<file path="config.mk">
export PLATFORM = sky130hd
export DESIGN_NAME = alu_sched_flat
export DESIGN_NICKNAME = d
export VERILOG_FILES = /design/src/rtl/alu_sched_if.sv /design/src/rtl/alu_sched.sv /design/src/flat_wrapper.sv
export SDC_FILE = /design/constraint.sdc
export NUM_CORES = 1
export LEC_CHECK = 0
export CELL_PAD_IN_SITES_DETAIL_PLACEMENT = 1
export CELL_PAD_IN_SITES_GLOBAL_PLACEMENT = 1
export CORE_MARGIN = 1.5
export CORE_UTILIZATION = 41
export CTS_BUF_LIST = sky130_fd_sc_hd__clkbuf_8
export DETAILED_ROUTE_END_ITERATION = 12
export PLACE_DENSITY_LB_ADDON = 0.05
export SYNTH_ARGS = -nofsm -noshare
export SYNTH_HDL_FRONTEND = slang
export SYNTH_SLANG_ARGS = --single-unit
</file>
<file path="constraint.sdc">
create_clock -name clk -period 5.28 [get_ports clk]
set_input_delay 0.792 -clock clk [delete_from_list [all_inputs] [get_ports clk]]
set_output_delay 0.792 -clock clk [all_outputs]
set_load 0.01 [all_outputs]
</file>
<file path="src/rtl/alu_sched_if.sv">
// Request/response bundle between two requesters and the alu_sched scheduler.
interface alu_sched_if;
    logic [1:0]  req_valid;
    logic [1:0]  req_ready;
    logic [31:0] req_a0;
    logic [31:0] req_a1;
    logic [31:0] req_b0;
    logic [31:0] req_b1;
    logic [2:0]  req_op0;
    logic [2:0]  req_op1;
    logic [1:0]  rsp_valid;
    logic [1:0]  rsp_ready;
    logic [31:0] rsp_data;
    logic        rsp_err;
    logic        busy;

    modport master (
        output req_valid, req_a0, req_a1, req_b0, req_b1, req_op0, req_op1, rsp_ready,
        input  req_ready, rsp_valid, rsp_data, rsp_err, busy
    );

    modport slave (
        input  req_valid, req_a0, req_a1, req_b0, req_b1, req_op0, req_op1, rsp_ready,
        output req_ready, rsp_valid, rsp_data, rsp_err, busy
    );
endinterface

</file>
<file path="src/rtl/alu_sched.sv">
// Two-port scheduler sharing one combinational 32-bit ALU; one op in flight at a time.
// Optional macro ALU_SCHED_RR_EN selects round-robin arbitration instead of fixed priority.
module alu (
    input  logic [31:0] a,
    input  logic [31:0] b,
    input  logic [2:0]  op,
    output logic [31:0] c
);
    logic signed [31:0] a_s;
    assign a_s = a;

    always_comb begin
        c = '0;
        case (op)
            3'b000: c = a + b;
            3'b001: c = a - b;
            3'b010: c = a & b;
            3'b011: c = a | b;
            // Shift amount is the whole of B, so 32 or more flushes the operand.
            3'b100: c = (b >= 32'd32) ? 32'd0 : (a >> b[4:0]);
            3'b101: c = (b >= 32'd32) ? {32{a[31]}} : 32'(a_s >>> b[4:0]);
            default: c = '0;
        endcase
    end
endmodule

module alu_sched (
    input  logic        clk,
    input  logic        reset_n,
    alu_sched_if.slave  bus
);
    typedef enum logic [1:0] {IDLE, EXEC, RESP} state_t;

    state_t      state_q, state_d;
    logic        win;
    logic        accept;
    logic        gnt_q;
    logic [31:0] a_q, b_q, res_q, alu_c;
    logic [2:0]  op_q;
    logic        err_q;
    logic [1:0]  rsp_valid_q;
    logic [1:0]  req_ready;
`ifdef ALU_SCHED_RR_EN
    logic        rr_q;
`endif

    // Arbitration winner; a lone requester always wins.
    always_comb begin
`ifdef ALU_SCHED_RR_EN
        if (bus.req_valid == 2'b11) win = rr_q;
        else                        win = ~bus.req_valid[0];
`else
        win = ~bus.req_valid[0];
`endif
    end

    assign accept = (state_q == IDLE) && bus.req_valid[win];

    always_ff @(posedge clk) begin
        if (!reset_n) state_q <= IDLE;
        else          state_q <= state_d;
    end

    always_comb begin
        state_d   = state_q;
        req_ready = 2'b00;
        case (state_q)
            IDLE: if (accept) begin
                req_ready[win] = 1'b1;
                state_d        = EXEC;
            end
            EXEC: state_d = RESP;
            RESP: if (bus.rsp_ready[gnt_q]) state_d = IDLE;
            default: state_d = IDLE;
        endcase
    end

    alu u_alu (.a(a_q), .b(b_q), .op(op_q), .c(alu_c));

    always_ff @(posedge clk) begin
        if (!reset_n) begin
            a_q         <= '0;
            b_q         <= '0;
            op_q        <= '0;
            gnt_q       <= 1'b0;
            res_q       <= '0;
            err_q       <= 1'b0;
            rsp_valid_q <= 2'b00;
`ifdef ALU_SCHED_RR_EN
            rr_q        <= 1'b0;
`endif
        end else begin
            if (accept) begin
                a_q   <= win ? bus.req_a1  : bus.req_a0;
                b_q   <= win ? bus.req_b1  : bus.req_b0;
                op_q  <= win ? bus.req_op1 : bus.req_op0;
                gnt_q <= win;
`ifdef ALU_SCHED_RR_EN
                rr_q  <= ~win;
`endif
            end
            if (state_q == EXEC) begin
                res_q       <= alu_c;
                err_q       <= op_q[2] & op_q[1];
                rsp_valid_q <= gnt_q ? 2'b10 : 2'b01;
            end
            if (state_q == RESP && bus.rsp_ready[gnt_q]) rsp_valid_q <= 2'b00;
        end
    end

    assign bus.req_ready = req_ready;
    assign bus.rsp_valid = rsp_valid_q;
    assign bus.rsp_data  = res_q;
    assign bus.rsp_err   = err_q & (|rsp_valid_q);
    assign bus.busy      = (state_q != IDLE);
endmodule

</file>
<file path="src/flat_wrapper.sv">
// flat-port wrapper written by rule: the top's interface ports become plain ports
module alu_sched_flat 
  (clk, reset_n, bus_req_valid, bus_req_a0, bus_req_a1, bus_req_b0, bus_req_b1, bus_req_op0, bus_req_op1, bus_rsp_ready, bus_req_ready, bus_rsp_valid, bus_rsp_data, bus_rsp_err, bus_busy);
  alu_sched_if bus_i ();
  input  logic clk;
  input  logic reset_n;
  input wire logic [$bits(bus_i.req_valid)-1:0] bus_req_valid;
  input wire logic [$bits(bus_i.req_a0)-1:0] bus_req_a0;
  input wire logic [$bits(bus_i.req_a1)-1:0] bus_req_a1;
  input wire logic [$bits(bus_i.req_b0)-1:0] bus_req_b0;
  input wire logic [$bits(bus_i.req_b1)-1:0] bus_req_b1;
  input wire logic [$bits(bus_i.req_op0)-1:0] bus_req_op0;
  input wire logic [$bits(bus_i.req_op1)-1:0] bus_req_op1;
  input wire logic [$bits(bus_i.rsp_ready)-1:0] bus_rsp_ready;
  output wire logic [$bits(bus_i.req_ready)-1:0] bus_req_ready;
  output wire logic [$bits(bus_i.rsp_valid)-1:0] bus_rsp_valid;
  output wire logic [$bits(bus_i.rsp_data)-1:0] bus_rsp_data;
  output wire logic [$bits(bus_i.rsp_err)-1:0] bus_rsp_err;
  output wire logic [$bits(bus_i.busy)-1:0] bus_busy;
  assign bus_i.req_valid = bus_req_valid;
  assign bus_i.req_a0 = bus_req_a0;
  assign bus_i.req_a1 = bus_req_a1;
  assign bus_i.req_b0 = bus_req_b0;
  assign bus_i.req_b1 = bus_req_b1;
  assign bus_i.req_op0 = bus_req_op0;
  assign bus_i.req_op1 = bus_req_op1;
  assign bus_i.rsp_ready = bus_rsp_ready;
  assign bus_req_ready = bus_i.req_ready;
  assign bus_rsp_valid = bus_i.rsp_valid;
  assign bus_rsp_data = bus_i.rsp_data;
  assign bus_rsp_err = bus_i.rsp_err;
  assign bus_busy = bus_i.busy;
  alu_sched u_core (.clk(clk), .reset_n(reset_n), .bus(bus_i));
endmodule
</file>
==> results.sh, run 1 <==
export IMPL_switching_share_pct=48.5
export IMPL_vdd_drop_max_mv=0.158
export IMPL_synth_cell_types=90
export IMPL_p_leak_nw=4.55
export IMPL_final_max_slew_viol_count=0
export IMPL_critical_path_max_stage_delay_ns=0.77
export IMPL_ctsResizeCount=0
export IMPL_synthTopCellsByArea="dfxtp_1, mux2i_1, mux4_2"
export IMPL_die_w_um=161
export IMPL_syn_avg_cell_area_um2=8.23
export IMPL_combPwrFrac_pct=56.0
export IMPL_cpMostUsedCell="a21oi_1"
export IMPL_post_synth_top_area_cell="dfxtp_1"
export IMPL_syn_nets=1412
export IMPL_first_iter_violations=1028
export IMPL_syn_cell_area_um2=10200
export IMPL_seqPwrFrac_pct=29.8
export IMPL_power_density_nw_per_um2=305
export IMPL_core_um2=24300
export IMPL_start_util_pct=41.8
export IMPL_nets=1514
export IMPL_critical_path_class="reg -> reg"
export IMPL_switchingPower_w=0.00180
export IMPL_slew_headroom_pct=38.3
export IMPL_grt_setup_unrepaired="false"
export IMPL_dieArea_um2=25800
export IMPL_insertion_delay_ns=0.41
export IMPL_clkTransAtPathRegs_ns=0.11
export IMPL_outcome="finished clean"
export IMPL_cpMaxStageDelayCell="dfxtp_1"
export IMPL_hold_class="reg -> reg"
export IMPL_wire_per_inst_um=26.0
export IMPL_pwr_share_clk_pct=14.2
export IMPL_overflow=0
export IMPL_grt_pass1_vias=10600
export IMPL_cts_buffer_depth=2
export IMPL_grt_max_degree=135
export IMPL_synth_warnings=0
export IMPL_dp_slack_ns=0.916
export IMPL_cap_violations=0
export IMPL_routabilityCongestion=0.963
export IMPL_synth_edf_count=0
export IMPL_io_pins=178
export IMPL_vias_per_cell=6.39
export IMPL_crit_buf_inv=1
export IMPL_drt_total_wl_um=43400
export IMPL_finalSetupViolCount=0
export IMPL_clock_skew_ns=0.0139
export IMPL_startpoint_type="register"
export IMPL_drc=0
export IMPL_htree_num_levels=3
export IMPL_async_flop_share_pct=0
export IMPL_dpl_hpwl_um=33000
export IMPL_hold_buffers=0
export IMPL_synth_main_ff_cell="dfxtp_1"
export IMPL_clock_sinks=105
export IMPL_cts_root_buf="clkbuf_8"
export IMPL_period_minus_slack_ns=4.57
export IMPL_grt_pass1_wl_um=66700
export IMPL_crit_chain="or2_2 > nor2_1 > buf_4 > a21oi_1 > xnor2_1 > ha_1 > a21oi_1 > o21ai_1 > a221oi_1 > nand3_1 > a311o_1 > o221a_1 > o211ai_2"
export IMPL_yosysSeqAreaShare_pct=20.7
export IMPL_rows=57
export IMPL_fin_crit_sh_pct=86.6
export IMPL_cp_required_ns=5.61
export IMPL_cp_arrival_ns=4.90
export IMPL_ant_nets=0
export IMPL_tightest_slew_ns=0.900
export IMPL_fin_tns_setup_ns=0
export IMPL_crit_family="compound AO/OA/AOI/OAI gates"
export IMPL_fmax_ghz=0.219
export IMPL_rrSetupSlack_ns=0.71
export IMPL_firstDrtPassIters=5
export IMPL_hold_violations=0
export IMPL_portBuffers=177
export IMPL_cellInternalPower_w=0.00192
export IMPL_critPathCaptureType="register"
export IMPL_antenna_found_initial=0
export IMPL_cts_tree="yes"
export IMPL_synth_top_area_share_pct=20.7
export IMPL_diodes=0
export IMPL_ys_ff_latch=105
export IMPL_cts_buffers=9
export IMPL_gr_usage_all_layers_pct=33.9
export IMPL_via_count=10700
export IMPL_post_cts_buffers=0
export IMPL_drive_gt1_share_pct=8.78
export IMPL_path_max_fanout=24
export IMPL_die_y_um=161
export IMPL_setup_slack_ns=0.707
export IMPL_syn2layout_area_growth_pct=19.9
export IMPL_synthCells=1237
-- per-layer routing --
layer  up-vias  wire (µm)  track usage [%]
met4         0        823             8.62
met1      5211      19600             47.9
met2       486      19300             52.4
met3        60       3700             6.82
met5         -          0                0
li1       4898          -                -
-- path summary, 6_finish.rpt --
path / start / end / cells after the start
worst max register to register: u_core.op_q[1] / u_core.bus.rsp_data[28] / 13
worst max-delay path: u_core.op_q[1] / u_core.bus.rsp_data[28] / 13
worst min register to register: u_core.bus.rsp_data[20] / u_core.bus.rsp_data[20] / 1
worst min-delay path: u_core.bus.rsp_data[20] / u_core.bus.rsp_data[20] / 1
-- per-stage QoR --
| stage | std cells | power (W) | hold WS (ns) | cell area, µm² | util (%) |
|---|---|---|---|---|---|
| CTS | 1668 | 0.00368 | 0.477 | 12200 | 50.2 |
| global route | 1668 | 0.00390 | 0.484 | 12200 | 50.2 |
| detailed placement | 1652 | 0.00315 | 0.449 | 12000 | 49.4 |
| global placement | 1652 | 0.00313 | 0.438 | 12000 | 49.4 |
| floorplan | 1237 | 0.00240 | 0.473 | 10200 | - |
| finish | 1668 | 0.00372 | 0.478 | 12200 | 50.2 |
-- cells in the mapped netlist (10+ instances only) --
cell	instances
ha_1	34
buf_2	24
inv_1	15
mux4_2	31
o31ai_1	10
a21oi_1	94
nor2_1	125
mux2i_1	96
xor2_1	16
nor3_1	26
xnor2_1	32
a31oi_1	21
mux2_2	15
a211oi_1	82
nand2_1	93
nand2b_1	14
and3_1	11
o211ai_1	11
buf_1	12
maj3_1	25
dfxtp_1	105
and2_1	16
o21ai_1	14
clkbuf_1	58
o21ai_0	49
nand3_1	19
a21o_1	18
-- cell type report --
| class | count | area [µm²] |
|---|---|---|
| fill | 2900 | 12100 |
| tap | 324 | 405 |
| multi-input combinational | 1007 | 7500 |
| clock buffer | 9 | 124 |
| inverter | 18 | 67.6 |
| timing repair buffer | 198 | 1940 |
| clock inverter | 7 | 61.3 |
| sequential | 105 | 2110 |
-- cells in the final DEF (no fill, tap or decap), types with 8 or more instances in the layout --
cell type | Yosys | layout
nor2b_1 | 8 | 8
and2_1 | 16 | 16
mux4_2 | 31 | 31
buf_4 | 5 | 21
a21oi_1 | 94 | 94
o21ai_0 | 49 | 49
o31ai_1 | 10 | 10
nor2_1 | 125 | 123
a21o_1 | 18 | 18
a221oi_1 | 9 | 9
mux2_2 | 15 | 15
dfxtp_1 | 105 | 102
a31oi_1 | 21 | 21
nand3_1 | 19 | 19
mux2i_1 | 96 | 96
clkdlybuf4s50_1 | 0 | 176
nand4_1 | 8 | 8
a221o_1 | 8 | 8
a211oi_1 | 82 | 82
nand2_1 | 93 | 93
inv_1 | 15 | 15
xor2_1 | 16 | 16
a22oi_1 | 8 | 8
nor3_1 | 26 | 26
o211ai_1 | 11 | 11
nand2b_1 | 14 | 14
ha_1 | 34 | 34
o21ai_1 | 14 | 14
maj3_1 | 25 | 25
clkbuf_8 | 0 | 9
xnor2_1 | 32 | 32
and3_1 | 11 | 11
-- registers in the layout, indices dropped and copies added, names as in the netlist --
name / count
u_core.a_q: 32
u_core.b_q: 32
u_core.bus.rsp_data: 32
u_core.bus.rsp_valid: 2
u_core.err_q: 1
u_core.gnt_q: 1
u_core.op_q: 3
u_core.state_q: 2
-- power groups by stage --
stage          Clock, W  Combinational (W)  Sequential (W)
4_1_cts        0.000540            0.00204         0.00110
5_1_grt        0.000564            0.00222         0.00112
3_5_place_dp          0            0.00203         0.00112
6_report       0.000529            0.00208         0.00111
2_1_floorplan         0            0.00139         0.00101
3_3_place_gp          0            0.00202         0.00111
-- cells by family (layout without fill, tap and decap cells) --
kind of cell    count (synthesis)  in the layout  synth area share (%)
compound gates                396            396                  26.6
xor+xnor                       49             49                  4.29
fa+ha+maj                      60             60                  6.84
buf+inv                       125            232                  5.77
flops                         105            105                  20.7
mux                           144            144                  18.3
simple gates                  358            358                  17.6
Power figures use the tool's default switching activity.
==> inputs of run 2 (changes only) <==
--- a/config.mk
+++ b/config.mk
@@ -14,4 +14,5 @@
 export PLACE_DENSITY_LB_ADDON = 0.05
 export SYNTH_ARGS = -nofsm -noshare
 export SYNTH_HDL_FRONTEND = slang
+export SYNTH_HIERARCHICAL = 1
 export SYNTH_SLANG_ARGS = --single-unit
==> run 2 against run 1 <==
- final cell count increased by 5.6%
- global-route usage shrank 2.4 points
- combinational power up 6%
- final area rose by 1.7%
- non-clock buffer count rose by 8
- count of clock-buffer cells in the layout unchanged
- total power is 1.8% higher
- critical path type unchanged
==> results.sh, run 2 <==
export IMPL_grt_setup_unrepaired="false"
export IMPL_wire_per_inst_um=23.5
export IMPL_hold_end="u_core/bus.rsp_data[17]"
export IMPL_hold_buffers=0
export IMPL_post_synth_top_area_cell="dfxtp_1"
export IMPL_cts_buffer_depth=2
export IMPL_portBuffers=177
export IMPL_ys_ff_latch=105
export IMPL_die_w_um=161
export IMPL_insertion_delay_ns=0.42
export IMPL_cts_tree="yes"
export IMPL_hold_violations=0
export IMPL_fmax_ghz=0.227
export IMPL_critPathCaptureType="register"
export IMPL_dieArea_um2=25900
export IMPL_r2r_cells=17
export IMPL_drt_total_wl_um=41400
export IMPL_final_max_slew_viol_count=0
export IMPL_timing_rr_end="u_core/bus.rsp_data[29]"
export IMPL_synth_main_ff_cell="dfxtp_1"
export IMPL_synthTopCellsByArea="dfxtp_1, mux2i_1, o211a_1"
export IMPL_cp_required_ns=5.63
export IMPL_synth_cell_types=74
export IMPL_rows=57
export IMPL_slew_headroom_pct=37.7
export IMPL_firstDrtPassIters=5
export IMPL_cpMostUsedCell="nand2_1"
export IMPL_grt_pass1_wl_um=63000
export IMPL_vdd_drop_max_mv=0.139
export IMPL_crit_chain="nor4_1 > and4_1 > nand2_1 > nor2_1 > nor2_1 > xnor2_1 > ha_1 > and2_1 > nand2_1 > nor2_1 > nand2_1 > a21oi_1 > o2111ai_1 > a2111oi_0 > nand3b_1 > nand2_1 > a21boi_1"
export IMPL_nets=1607
export IMPL_startpoint_type="register"
export IMPL_synthTopCellsByCount="nand2_1, dfxtp_1, mux2i_1"
export IMPL_diodes=0
export IMPL_fill_cells=3013
export IMPL_fin_crit_sh_pct=83.3
export IMPL_drc=0
export IMPL_post_cts_buffers=0
export IMPL_dpl_hpwl_um=31900
export IMPL_period_minus_slack_ns=4.40
export IMPL_outcome="finished clean"
export IMPL_core_um2=24400
export IMPL_grt_max_degree=70
export IMPL_overflow=0
export IMPL_yosysMostFrequentCell="nand2_1"
export IMPL_cpMaxStageDelayCell="nor4_1"
export IMPL_p_leak_nw=5.25
export IMPL_clkTransAtPathRegs_ns=0.13
export IMPL_vias_per_cell=6.28
export IMPL_ctsResizeCount=0
export IMPL_clock_skew_ns=0.0290
export IMPL_place_inst=1745
export IMPL_cap_violations=0
export IMPL_path_max_fanout=7
export IMPL_syn_cell_area_um2=10200
export IMPL_synthCells=1318
export IMPL_syn_nets=1493
export IMPL_die_y_um=161
export IMPL_yosysSeqAreaShare_pct=20.6
export IMPL_first_iter_violations=898
export IMPL_stdcell_count=1761
export IMPL_cts_buffers=9
export IMPL_start_util_pct=41.9
export IMPL_syn_avg_cell_area_um2=7.75
export IMPL_drive_gt1_share_pct=7.31
export IMPL_ant_nets=0
export IMPL_cts_root_buf="clkbuf_8"
export IMPL_gr_usage_all_layers_pct=31.5
export IMPL_grt_pass1_vias=10700
export IMPL_clock_sinks=105
export IMPL_async_flop_share_pct=0
export IMPL_final_common_cell="clkdlybuf4s50_1"
export IMPL_final_cell_mix="clkdlybuf4s50_1, nand2_1, mux2i_1"
export IMPL_routabilityCongestion=0.975
export IMPL_synth_top_area_share_pct=20.6
export IMPL_rrSetupSlack_ns=0.88
export IMPL_io_pins=178
export IMPL_hold_class="reg -> reg"
export IMPL_finalSetupViolCount=0
export IMPL_post_route_util_pct=50.9
export IMPL_htree_num_levels=3
export IMPL_via_count=11100
export IMPL_hold_start="u_core/bus.rsp_data[17]"
export IMPL_antenna_found_initial=0
export IMPL_critical_path_max_stage_delay_ns=0.49
export IMPL_r2r_start="u_core/b_q[7]"
export IMPL_power_density_nw_per_um2=306
export IMPL_synth_edf_count=0
export IMPL_tightest_slew_ns=0.931
export IMPL_power_w=0.00379
export IMPL_syn2layout_area_growth_pct=21.3
export IMPL_cp_arrival_ns=4.75
export IMPL_hold_depth=2
export IMPL_synth_warnings=6
export IMPL_fin_tns_setup_ns=0
export IMPL_critical_path_class="reg -> reg"
## run 2: cell count changes after synthesis, sizes merged, moves of 10 or more
cell	previous run	this run
buf	49	28
mux4	31	16
nand2	93	156
a31oi	21	11
a211oi	82	18
nor2	126	96
clkbuf	58	75
nand3	22	79
a21boi	6	36
o211a	1	67
## run 2: worst max-delay path, delay by kind of cell, from the launching register on
kind                       cells  cell delay (ns)
AOI/OAI and AO/OA              4             1.11
xor gates and xnor gates       1             0.14
adders and majority gates      1             0.46
DFF                            1             0.45
and+or+nand+nor               11             2.15
## run 2: cells by family (layout without fill, tap and decap cells)
| family | Yosys count | count (layout) | synth area share, % |
|---|---|---|---|
| simple gates | 442 | 442 | 20.8 |
| flops | 105 | 105 | 20.6 |
| fa+ha+maj | 58 | 58 | 6.61 |
| buf+inv | 124 | 243 | 4.97 |
| mux | 136 | 136 | 15.5 |
| compound gates | 404 | 404 | 27.4 |
| xor+xnor | 49 | 49 | 4.20 |
## run 2: final cells by class
cell class | count | area [µm²] | share of cell area (%)
Timing Repair Buffer | 206 | 1980 | 16.0
Multi-Input combinational cell | 1089 | 7620 | 61.5
Inverter | 21 | 78.8 | 0.636
Clock buffer | 9 | 124 | 0.999
Clock inverter | 7 | 81.3 | 0.656
Sequential cell | 105 | 2110 | 17.0
Tap cell | 324 | 405 | 3.27
## run 2: report_power, final
group          switching [W]  total, W  internal, W  leakage [nW]
Combinational        0.00131   0.00220     0.000889          4.28
Sequential          0.000156   0.00105     0.000890         0.868
Clock               0.000357  0.000547     0.000190         0.103
## run 2: worst max path at each step
stage	startpoint	endpoint	slack (ns)
after global placement	u_core/op_q[2]	u_core/bus.rsp_data[19]	1.08
after global routing	u_core/b_q[8]	u_core/bus.rsp_data[29]	0.54
after CTS	u_core/b_q[8]	u_core/bus.rsp_data[25]	1.01
after floorplan	u_core/b_q[0]	u_core/bus.rsp_data[25]	1.07
after detailed placement	u_core/op_q[2]	u_core/bus.rsp_data[19]	1.06
final	u_core/b_q[7]	u_core/bus.rsp_data[29]	0.88
## run 2: stage by stage
stage          worst slack (ns)  hold slack, ns  area, µm²
2_1_floorplan              1.07           0.431      10200
3_3_place_gp               1.08           0.440      12200
3_5_place_dp               1.06           0.448      12200
4_1_cts                    1.01           0.464      12400
5_1_grt                   0.536           0.485      12400
6_report                  0.880           0.459      12400
## run 2: per-layer routing
layer	vias to the layer above	global-route usage [%]	wire, µm
li1	5094	-	-
met1	5360	45.9	19400
met2	526	48.0	17800
met3	71	4.13	3090
met4	0	9.47	1190
met5	-	0	0
==> inputs of run 3 (changes only) <==
--- a/config.mk
+++ b/config.mk
@@ -8,7 +8,7 @@
 export CELL_PAD_IN_SITES_DETAIL_PLACEMENT = 1
 export CELL_PAD_IN_SITES_GLOBAL_PLACEMENT = 1
 export CORE_MARGIN = 1.5
-export CORE_UTILIZATION = 41
+export CORE_UTILIZATION = 37
 export CTS_BUF_LIST = sky130_fd_sc_hd__clkbuf_8
 export DETAILED_ROUTE_END_ITERATION = 12
 export PLACE_DENSITY_LB_ADDON = 0.05
==> constraint.sdc (replaced) <==
create_clock -name clk -period 3.64 [get_ports clk]
set_input_delay 0.546 -clock clk [delete_from_list [all_inputs] [get_ports clk]]
set_output_delay 0.546 -clock clk [all_outputs]
set_load 0.01 [all_outputs]
==> run 3 against run 2 <==
- via count rose by 2.9%
- final cell count is 8.3% higher
- fmax increased by 22%
- critical endpoint is now u_core/bus.rsp_data[30]
- die area increased by 11%
- critical path depth unchanged
- count of clock-buffer cells in the layout is the same
==> results.sh, run 3 (synthesis gave the netlist of run 2 again) <==
export IMPL_outcome="finished clean"
export IMPL_drc=0
export IMPL_dpl_hpwl_um=34800
export IMPL_drt_total_wl_um=44300
export IMPL_cts_buffer_depth=2
export IMPL_cp_required_ns=3.98
export IMPL_gr_usage_all_layers_pct=30.9
export IMPL_clock_skew_ns=0.0274
export IMPL_antenna_found_initial=1
export IMPL_slew_headroom_pct=43.7
export IMPL_io_pins=178
export IMPL_cts_buffers=9
export IMPL_power_w=0.00621
export IMPL_clock_sinks=105
export IMPL_cts_tree="yes"
export IMPL_fill_cells=3265
export IMPL_hold_end="u_core/bus.rsp_data[12]"
export IMPL_grt_max_degree=70
export IMPL_vias_per_cell=5.96
export IMPL_final_common_cell="clkdlybuf4s50_1"
export IMPL_cp_arrival_ns=3.95
export IMPL_r2r_cells=17
export IMPL_vdd_drop_max_mv=0.228
export IMPL_via_count=11400
export IMPL_r2r_start="u_core/b_q[13]"
export IMPL_fin_crit_sh_pct=99.2
export IMPL_final_cell_mix="clkdlybuf4s50_1, buf_4, nand2_1"
export IMPL_routabilityCongestion=0.961
export IMPL_syn2layout_area_growth_pct=35.7
export IMPL_timing_rr_end="u_core/bus.rsp_data[30]"
export IMPL_rrSetupSlack_ns=0.03
export IMPL_dieArea_um2=28600
export IMPL_hold_violations=0
export IMPL_tightest_slew_ns=0.844
export IMPL_grt_pass1_wl_um=67400
export IMPL_fmax_ghz=0.277
export IMPL_final_max_slew_viol_count=0
export IMPL_hold_class="reg -> reg"
export IMPL_period_minus_slack_ns=3.61
export IMPL_wl_met3_um=3030
export IMPL_die_y_um=169
export IMPL_p_leak_nw=5.99
export IMPL_path_max_fanout=6
export IMPL_clkTransAtPathRegs_ns=0.12
export IMPL_htree_num_levels=3
export IMPL_cts_root_buf="clkbuf_8"
export IMPL_finalSetupViolCount=0
export IMPL_portBuffers=177
export IMPL_start_util_pct=37.8
export IMPL_nets=1735
export IMPL_startpoint_type="register"
export IMPL_power_density_nw_per_um2=448
export IMPL_drive_gt1_share_pct=20.2
export IMPL_holdWs_ns=0.458
export IMPL_overflow=0
export IMPL_routed_wl_met2_um=19500
export IMPL_die_w_um=169
export IMPL_core_um2=27000
export IMPL_hold_start="u_core/bus.rsp_data[12]"
export IMPL_firstDrtPassIters=5
export IMPL_grt_pass1_vias=11400
export IMPL_ant_nets=0
export IMPL_grt_setup_unrepaired="true"
export IMPL_rows=60
export IMPL_place_inst=1882
export IMPL_insertion_delay_ns=0.41
export IMPL_top_layer_used="met5"
export IMPL_hold_depth=2
export IMPL_met1_length_um=20300
export IMPL_critPathCaptureType="register"
export IMPL_critical_path_class="reg -> reg"
export IMPL_cap_violations=0
export IMPL_stdcell_count=1907
export IMPL_first_iter_violations=870
export IMPL_wire_per_inst_um=23.2
run 3: cell types whose count changed in the layout (fill, tap and decap cells not counted), sizes merged:
cell      change
diode         +1
clkinvlp      +1
clkinv        -1
buf         +128
run 3: area by class of cell:
class	instances	area (µm²)	area share, %
Clock inverter	7	85.1	0.613
Multi-Input combinational cell	1089	8070	58.2
Inverter	21	81.3	0.586
Sequential cell	105	2110	15.2
Tap cell	341	427	3.08
Clock buffer	9	124	0.893
Timing Repair Buffer	334	2970	21.4
Antenna cell	1	2.50	0.0180
run 3: routing by layer:
layer / up-vias / global-route usage [%]
met1: 5487 / 43.2
met3: 76 / 4.64
met2: 443 / 48.1
met4: 2 / 11.1
li1: 5366 / -
met5: - / 0
run 3: per-stage QoR:
step | instance area [µm²] | setup TNS [ns] | util (%) | setup WS (ns)
2_1_floorplan | 10300 | -0.0694 | - | -0.0480
3_3_place_gp | 13200 | -0.248 | 48.8 | -0.139
3_5_place_dp | 13200 | -1.46 | 48.8 | -0.233
4_1_cts | 13500 | 0 | 49.9 | 0.00176
5_1_grt | 13900 | -0.704 | 51.3 | -0.172
6_report | 13900 | 0 | 51.3 | 0.0307
run 3: how the worst max path moves through the flow:
stage                         from                       to  slack, ns  cells after the start
floorplan            u_core/b_q[0]  u_core/bus.rsp_data[30]      -0.05                     23
global placement    u_core/b_q[13]  u_core/bus.rsp_data[31]      -0.14                     19
detailed placement  u_core/b_q[13]  u_core/bus.rsp_data[31]      -0.23                     19
CTS                 u_core/b_q[13]  u_core/bus.rsp_data[30]      0.002                     17
global route        u_core/b_q[13]  u_core/bus.rsp_data[30]      -0.17                     16
finish              u_core/b_q[13]  u_core/bus.rsp_data[30]       0.03                     17
run 3: report_power, final:
group | switching [W] | total, W | internal, W | leakage, nW
clock | 0.000526 | 0.000802 | 0.000276 | 0.100
sequential | 0.000188 | 0.00148 | 0.00129 | 0.869
combinational | 0.00217 | 0.00393 | 0.00176 | 5.02
run 3: worst max-delay path: stages (launching register included):
cell,delay (ns)
dfxtp_2,0.34
or4_4,0.56
nor3_4,0.22
nand2_2,0.10
or2_4,0.28
o21ai_4,0.17
xor2_2,0.21
ha_4,0.26
nand2_4,0.07
o21a_1,0.13
nor2_1,0.05
nor4_2,0.26
nor3_2,0.09
a21o_1,0.17
or4_1,0.40
nand3_1,0.08
nand2_1,0.05
a21boi_1,0.12
run 3: repair_timing:
action | CTS | global route
endpoints found under the setup margin | 14 | 23
pin swaps | 2 | 34
hold buffers | 0 | 0
buffers inserted | 1 | 8
resized for setup | 24 | 86
